--- src/rtl/fetch_controller.sv ---
// Instruction fetch sequencer: drives the combinational ROM address, queues {pc, instr}
// in a small prefetch FIFO and hands entries to decode; handles redirect flush and halt.
module fetch_controller #(
   parameter logic [31:0] RESET_PC = 32'h0000_0000,
   parameter int          DEPTH    = 2,
   parameter int          ADDR_W   = 12
) (
   input  logic                     clk,
   input  logic                     rst_n,
   input  logic                     halt,
   input  logic                     redirect_valid,
   input  logic [31:0]              redirect_pc,
   output logic [ADDR_W-1:0]        imem_addr,
   input  logic [31:0]              imem_data,
   output logic                     inst_valid,
   input  logic                     inst_ready,
   output logic [31:0]              inst_data,
   output logic [31:0]              inst_pc,
   output logic [$clog2(DEPTH):0]   fifo_count,
   output logic                     misalign_pulse
);

   localparam int PTR_W = $clog2(DEPTH);
   localparam int CNT_W = PTR_W + 1;

   typedef enum logic [1:0] {
      ST_IDLE   = 2'd0,
      ST_RUN    = 2'd1,
      ST_HALTED = 2'd2
   } state_e;

   state_e            state_q;
   logic [31:0]       fetch_pc_q, fetch_pc_d;
   logic [PTR_W-1:0]  head_q, head_d;
   logic [PTR_W-1:0]  tail_q, tail_d;
   logic [CNT_W-1:0]  count_q, count_d;
   logic              misalign_q, misalign_d;
   logic [31:0]       pc_mem_q   [DEPTH];
   logic [31:0]       data_mem_q [DEPTH];
   logic              push_s;
   logic              pop_s;
   logic              not_empty_s;

   assign not_empty_s    = (count_q != {CNT_W{1'b0}});
   assign inst_valid     = not_empty_s && !redirect_valid;
   assign pop_s          = inst_valid && inst_ready;
   assign imem_addr      = fetch_pc_q[ADDR_W+1:2];
   assign fifo_count     = count_q;
   assign misalign_pulse = misalign_q;
   assign inst_pc        = not_empty_s ? pc_mem_q[head_q]   : 32'h0000_0000;
   assign inst_data      = not_empty_s ? data_mem_q[head_q] : 32'h0000_0000;

   // A full FIFO may still accept a push when the head leaves in the same cycle.
   assign push_s = (state_q == ST_RUN) && !halt && !redirect_valid &&
                   ((count_q < CNT_W'(DEPTH)) || pop_s);

   // Next-state for PC, pointers, occupancy and the misalign flag.
   always_comb begin
      fetch_pc_d = fetch_pc_q;
      head_d     = head_q;
      tail_d     = tail_q;
      count_d    = count_q;
      misalign_d = 1'b0;
      if (redirect_valid) begin
         fetch_pc_d = {redirect_pc[31:2], 2'b00};
         head_d     = {PTR_W{1'b0}};
         tail_d     = {PTR_W{1'b0}};
         count_d    = {CNT_W{1'b0}};
         misalign_d = |redirect_pc[1:0];
      end else begin
         if (push_s) begin
            fetch_pc_d = fetch_pc_q + 32'd4;
            tail_d     = tail_q + PTR_W'(1);
         end else begin
            fetch_pc_d = fetch_pc_q;
         end
         if (pop_s) begin
            head_d = head_q + PTR_W'(1);
         end else begin
            head_d = head_q;
         end
         case ({push_s, pop_s})
            2'b10:   count_d = count_q + CNT_W'(1);
            2'b01:   count_d = count_q - CNT_W'(1);
            default: count_d = count_q;
         endcase
      end
   end

   // State, datapath registers and FIFO storage.
   always_ff @(posedge clk or negedge rst_n) begin
      if (!rst_n) begin
         state_q    <= ST_IDLE;
         fetch_pc_q <= RESET_PC;
         head_q     <= {PTR_W{1'b0}};
         tail_q     <= {PTR_W{1'b0}};
         count_q    <= {CNT_W{1'b0}};
         misalign_q <= 1'b0;
         for (int i = 0; i < DEPTH; i++) begin
            pc_mem_q[i]   <= 32'h0000_0000;
            data_mem_q[i] <= 32'h0000_0000;
         end
      end else begin
         fetch_pc_q <= fetch_pc_d;
         head_q     <= head_d;
         tail_q     <= tail_d;
         count_q    <= count_d;
         misalign_q <= misalign_d;
         if (push_s) begin
            pc_mem_q[tail_q]   <= fetch_pc_q;
            data_mem_q[tail_q] <= imem_data;
         end
         // A redirect freezes the state so HALTED keeps waiting with the new PC.
         if (!redirect_valid) begin
            case (state_q)
               ST_IDLE:   state_q <= ST_RUN;
               ST_RUN:    state_q <= halt ? ST_HALTED : ST_RUN;
               ST_HALTED: state_q <= halt ? ST_HALTED : ST_RUN;
               default:   state_q <= ST_IDLE;
            endcase
         end else begin
            state_q <= state_q;
         end
      end
   end

endmodule

--- config.mk ---
export PLATFORM = sky130hd
export DESIGN_NAME = fetch_controller
export DESIGN_NICKNAME = d
export VERILOG_FILES = /design/src/rtl/fetch_controller.sv
export SDC_FILE = /design/constraint.sdc
export NUM_CORES = 1
export LEC_CHECK = 0
export BUFFER_PORTS_ARGS = -buffer_cell sky130_fd_sc_hd__buf_2
export CAP_MARGIN = 20
export CORE_MARGIN = 2
export CORE_UTILIZATION = 30
export DETAILED_ROUTE_END_ITERATION = 8
export REMOVE_ABC_BUFFERS = 1
export SYNTH_ARGS = -nofsm -noshare
export SYNTH_HDL_FRONTEND = slang
export SYNTH_SLANG_ARGS = --single-unit
--- constraint.sdc ---
create_clock -name clk -period 5.8 [get_ports clk]
set_clock_uncertainty 0.05 [all_clocks]
set_input_delay 0.58 -clock clk [delete_from_list [all_inputs] [get_ports clk]]
set_output_delay 0.58 -clock clk [all_outputs]
set_load 0.01 [all_outputs]
**After elaboration in Yosys (flattened, before gate mapping)**

Index checks and enable logic that the tools add are counted.

- Latch bits: 0
- Word-level logic and storage cells: 64
- Memories: 0
- Memory bits (writable): 0
- Bits in registers: 167
- Memory bits (read-only): 0

- Reductions and logical operators: 16
- Mux-type cells: 23
- $add $sub $neg: 5
- Equal/unequal tests: 4
- Shift operators: 0
- Bitwise operators: 2
- Magnitude comparators: 4
- Multipliers: 0
- Divide/modulo/power cells: 0

Operators by type and width:

| kind | number |
|---|---|
| $mux W32 | 11 |
| $bwmux W64 | 2 |
| $add A32 B3 Y32 const B | 1 |
| $demux W32 S1 | 1 |
| $pmux W2 S2 | 2 |
| $logic_and A1 B1 Y1 | 6 |
| $reduce_bool A2 Y1 | 3 |
| $mux W1 | 5 |
| $eq A2 B1 Y1 const B | 2 |
| $eq A2 B2 Y1 const B | 2 |
| $ge A2 B2 Y1 const B | 2 |
| $mux W2 | 2 |
| $not A1 Y2 | 2 |
| $reduce_or A2 Y1 | 2 |
| $reduce_bool A3 Y1 | 1 |
| $add A1 B1 Y1 const B | 2 |
| $add A2 B1 Y2 const B | 1 |
| $logic_not A1 Y1 | 2 |
| $logic_not A2 Y1 | 1 |
| $lt A2 B1 Y1 const B | 1 |
| $lt A2 B2 Y1 const B | 1 |
| $sub A2 B1 Y2 const B | 1 |
| $logic_or A1 B1 Y1 | 1 |

**Logic depth before layout (Yosys ltp)**

- Depth in word-level cells: 8
- Depth in mapped cells: 9

**Worst setup path after synthesis**

Ideal clock, no wire load.

- Path kind: input to register
- From: input halt
- To: register data_mem_q[54] (netlist name)
- Buffers on the path: 1
- Setup time: 0.125 ns
- Arrival: 1.844 ns
- Path slack: 3.781 ns
- Stages on the path: 4
- Required time: 5.625 ns
- Path through: nand2b_2 > nor4_4 > buf_6 > mux2_2

- Word-level cells in the longest chain between the ends: 4

Ends and longest elaborated chain:

| element | line | source |
|---|---|---|
| from (decl) | 10 | `input logic halt,` |
| $logic_not A1 Y1 | 54 | `assign push_s = (state_q == ST_RUN) && !halt && !redirect_valid &&` |
| $logic_and A1 B1 Y1 (3 in a row) | 54 |  |
| to (signal, indexed assignment) | 111 | `data_mem_q[tail_q] <= imem_data;` |
| to (decl) | 39 | `logic [31:0] data_mem_q [DEPTH];` |

Every way passes these cells.
A chain may end at the register's enable or synchronous reset.

**Worst setup path after layout**

- From: register head_q
- To: output inst_pc[30]

- Word-level cells in the longest chain between the ends: 5

Ends and longest elaborated chain:

| element | line | source |
|---|---|---|
| from (decl) | 34 | `logic [PTR_W-1:0] head_q, head_d;` |
| from (signal assigned) | 95 | `head_q <= {PTR_W{1'b0}};` |
| $not A1 Y2 (implied by the code) | 50 | `assign inst_pc = not_empty_s ? pc_mem_q[head_q] : 32'h0000_0000;` |
| $mux W32 (implied by the code) (3 in a row) | 50 |  |
| $mux W32 | 50 |  |
| to (decl) | 18 | `output logic [31:0] inst_pc,` |

Every way passes these cells. The select of a mux whose other input is x is not followed.

==> impl_table.tex <==
\begin{tabular}{lr}
\hline
Metric & Value \\
\hline
\multicolumn{2}{l}{\textbf{Synthesis}} \\
Cell count after synthesis & 673 \\
Number of enable flip-flop cells after synthesis & 0 \\
Yosys Warn Count & 0 \\
Yosys top cell area share & around half \\
Most frequent cells after synthesis & 161 x sky130\_fd\_sc\_hd\_\_dfrtp\_1, 112 x sky130\_fd\_sc\_hd\_\_mux2\_2, 73 x sky130\_fd\_sc\_hd\_\_nor2\_1 \\
Avg Inst Size Synth & around 12 um2 \\
Asr flop ratio synth & between 90\% and 100\% \\
Distinct cell type count after synthesis & 47 \\
Most common cell in the synthesized netlist & sky130\_fd\_sc\_hd\_\_dfrtp\_1 \\
Synth Register Bits & around 160 \\
Main synth FF type & sky130\_fd\_sc\_hd\_\_dfrtp\_1 \\
Syn Std Cell Area & around 8000 um2 \\
Top cells by area, synth & sky130\_fd\_sc\_hd\_\_dfrtp\_1 51\%, sky130\_fd\_sc\_hd\_\_mux2\_2 16\%, sky130\_fd\_sc\_hd\_\_mux2i\_1 8.1\% \\
Fraction of the yosys area taken by sequential cells & 50.77\% \\
Cell accounting for the most synthesized area & sky130\_fd\_sc\_hd\_\_dfrtp\_1 \\
\multicolumn{2}{l}{\textbf{Global route}} \\
Largest net degree at the start of global routing & 68 \\
Combined global-route utilization of all metal layers & 13.40\% \\
Overall overflow remaining after global route & 0 \\
Vias in the first global route & around 5,400 \\
Initial antenna violation count & 0 \\
Wire length of the first global-routing pass & $\sim$30,000 um \\
\multicolumn{2}{l}{\textbf{Run}} \\
Max-cap violation count & 0 \\
\multicolumn{2}{l}{\textbf{Final layout}} \\
FF/Latch Area & between 4000 and 5000 um2 \\
Fraction of layout cells with a size suffix above 1 & between 30\% and 40\% \\
Footprint of the multi-input gates & around 3600 um2 \\
Post-synthesis to final-layout area growth & 19.24\% \\
Number of fill cells & between 2,000 and 3,000 \\
Fin nets & 867 \\
Total inserted antenna cells & 0 \\
\multicolumn{2}{l}{\textbf{Drt}} \\
Iter 0 DRT Violations & approximately 300 \\
Number of vias in the routed layout & about 5,300 \\
First-pass DRT Iterations & 4 \\
DRC violations left & 0 \\
Total wire length & about 18,000 um \\
Wire length per cell after detailed routing & roughly 16 um \\
Remaining number of nets flagged by the antenna check after routing & 0 \\
Number of vias per cell & 4.639 \\
\multicolumn{2}{l}{\textbf{STA}} \\
RSZ-0062 raised after global routing & false \\
Min Clock Period, post-route & 3.113 ns \\
Max-slew violation count & 0 \\
Fin Setup TNS & 0 ns \\
Post-Route Hold Slack & 0.03474 ns \\
Slew at the pin with the worst max-slew slack & slightly below 0.8 ns \\
Final cycle utilization of the critical path & a little over half \\
Count of endpoints failing setup in the final report & 0 \\
Slew Limit Headroom & approximately half \\
Final hold violations & 0 \\
Highest attainable clock frequency & approximately 320 MHz \\
\multicolumn{2}{l}{\textbf{Worst setup path}} \\
Reg2reg setup slack & approximately 3.5 ns \\
Kind of start point of the critical path & flip-flop \\
Arrival @ worst endpoint & approximately 2.5 ns \\
Critical path endpoint category & primary output \\
Depth of the most critical reg-to-reg path & 7 \\
Worst R2R Start & state\_q[1]\$\_DFFE\_PN0N\_ \\
Worst Path Max Fanout & 34 \\
RR Endpoint & fetch\_pc\_q[25]\$\_DFFE\_PN0P\_ \\
Required time at the worst-slack endpoint & between 5 and 6 ns \\
Setup Crit Path Kind & reg -> out \\
\multicolumn{2}{l}{\textbf{Placed design}} \\
Routability-driven placement congestion ratio & slightly above 0.7 \\
Input/output buffers & approximately 150 \\
Post-detailed-placement half-perimeter wirelength & $\sim$12,000 um \\
\multicolumn{2}{l}{\textbf{Clock tree}} \\
Post-cts sizing count & 0 \\
Post-CTS setup-driven buffer insertion count & 0 \\
CTS sink cnt & between 150 and 200 \\
Number of clock buffers inserted by TritonCTS & 17 \\
CTS max path bufs & 2 \\
Root buf cell & sky130\_fd\_sc\_hd\_\_clkbuf\_16 \\
H-tree depth & 4 \\
TritonCTS clock tree & done \\
Clock latency on the worst-skew pair & between 0.4 and 0.5 ns \\
Clock slew seen by the registers of the worst setup and hold paths & roughly 0.06 ns \\
\# hold bufs at CTS & 0 \\
\multicolumn{2}{l}{\textbf{Floorplan}} \\
Die width & around 170 um \\
Standard cell core area & around 26,000 um2 \\
Ports & around 150 \\
Die area & between 20,000 and 30,000 um2 \\
\# rows & between 50 and 60 \\
Starting utilization of the core area & a little under a third \\
Die Ht & approximately 170 um \\
\multicolumn{2}{l}{\textbf{Power and ir drop}} \\
Worst IR Drop VDD & around 0.23 mV \\
Static power due to leakage & roughly 4.2 nW \\
Power per standard cell area & 420.8 nW/um2 \\
\multicolumn{2}{l}{\textbf{Status}} \\
Status & finished clean \\
\multicolumn{2}{l}{\textbf{Worst hold path}} \\
Classification of the worst-slack hold path & in -> async \\
\hline
\end{tabular}
-- power by group --
group	internal (W)	leakage, nW	switching [W]
clock	0.000693	0.285	0.000459
combinational	0.000563	1.93	0.000457
sequential	0.00155	2.02	0.000259
total	0.00281	4.23	0.00117
-- cell families after synthesis --
group / Yosys count / synth area share [%]
xor gates and xnor gates: 27 / 2.980
muxes: 184 / 25.10
buffers and inverters: 62 / 4.651
other: 1 / 0.04726
and+or+nand+nor: 189 / 12.79
AOI/OAI and AO/OA: 45 / 3.027
adders and majority gates: 4 / 0.6307
DFF: 161 / 50.77
-- per-layer routing --
metal	track usage [%]	part of all wire, %
met4	2.699	0.71
met5	0	0
met3	3.327	4.5
met2	21.00	46
met1	18.89	49
-- worst max path at each step --
| stage | cells after the start | from | to |
|---|---|---|---|
| 3_3_place_gp | 5 | redirect_valid | data_mem_q[25]$_DFFE_PN0P_ |
| 2_1_floorplan | 3 | halt | data_mem_q[32]$_DFFE_PN0P_ |
| 4_1_cts | 4 | head_q$_DFFE_PN0P_ | inst_pc[30] |
| 6_report | 4 | head_q$_DFFE_PN0P_ | inst_pc[30] |
| 3_5_place_dp | 5 | redirect_valid | data_mem_q[17]$_DFFE_PN0P_ |
| 5_1_grt | 4 | head_q$_DFFE_PN0P_ | inst_pc[30] |
-- area by class of cell --
class | count | area share (%)
Sequential cell | 161 | 42.62
Multi-Input combinational cell | 451 | 37.58
Timing Repair Buffer | 154 | 8.635
Clock buffer | 21 | 4.761
Tap cell | 335 | 4.430
Clock inverter | 11 | 1.613
Inverter | 9 | 0.3570
-- flip-flops by register name, indices dropped and copies added, names as in the netlist --
signal / count
data_mem_q: 64
pc_mem_q: 60
fetch_pc_q: 30
fifo_count: 2
state_q: 2
head_q: 1
misalign_pulse: 1
tail_q: 1
-- placed cells by master (no fill, tap or decap), drive strengths merged, types with 2 or more instances in the layout --
master / n
nor2b: 2
buf: 154
nor4: 14
and2b: 2
a31oi: 2
mux2: 120
xnor2: 21
conb: 2
and3: 2
clkinvlp: 3
and2: 2
nand2b: 3
clkinv: 2
xor2: 6
and4: 5
ha: 4
o21ai: 36
nand4: 12
bufinv: 3
a21oi: 3
clkbuf: 21
nor3: 10
nor2: 74
nand2: 47
nor3b: 2
inv: 12
dfrtp: 161
mux2i: 64
nand3: 13
-- metrics by stage --
step / worst slack (ns) / power (W) / util (%) / cell area (um2) / std cells
final: 2.687 / 0.003981 / 36.41 / 9462 / 1142
after global placement: 2.816 / 0.002830 / 33.99 / 8831 / 1109
after CTS: 2.597 / 0.004045 / 36.31 / 9434 / 1141
after detailed placement: 2.774 / 0.002872 / 33.99 / 8831 / 1109
after global routing: 2.510 / 0.004252 / 36.41 / 9462 / 1142
after floorplan: 2.340 / 0.002526 / - / 7604 / 621
-- worst max-delay path, stage by stage, from the launching register on --
cell,delay [ns]
sky130_fd_sc_hd__dfrtp_4,0.84
sky130_fd_sc_hd__buf_4,0.60
sky130_fd_sc_hd__mux2i_1,0.34
sky130_fd_sc_hd__nor2_1,0.06
sky130_fd_sc_hd__buf_2,0.17
(Power assumes the default switching activity.)
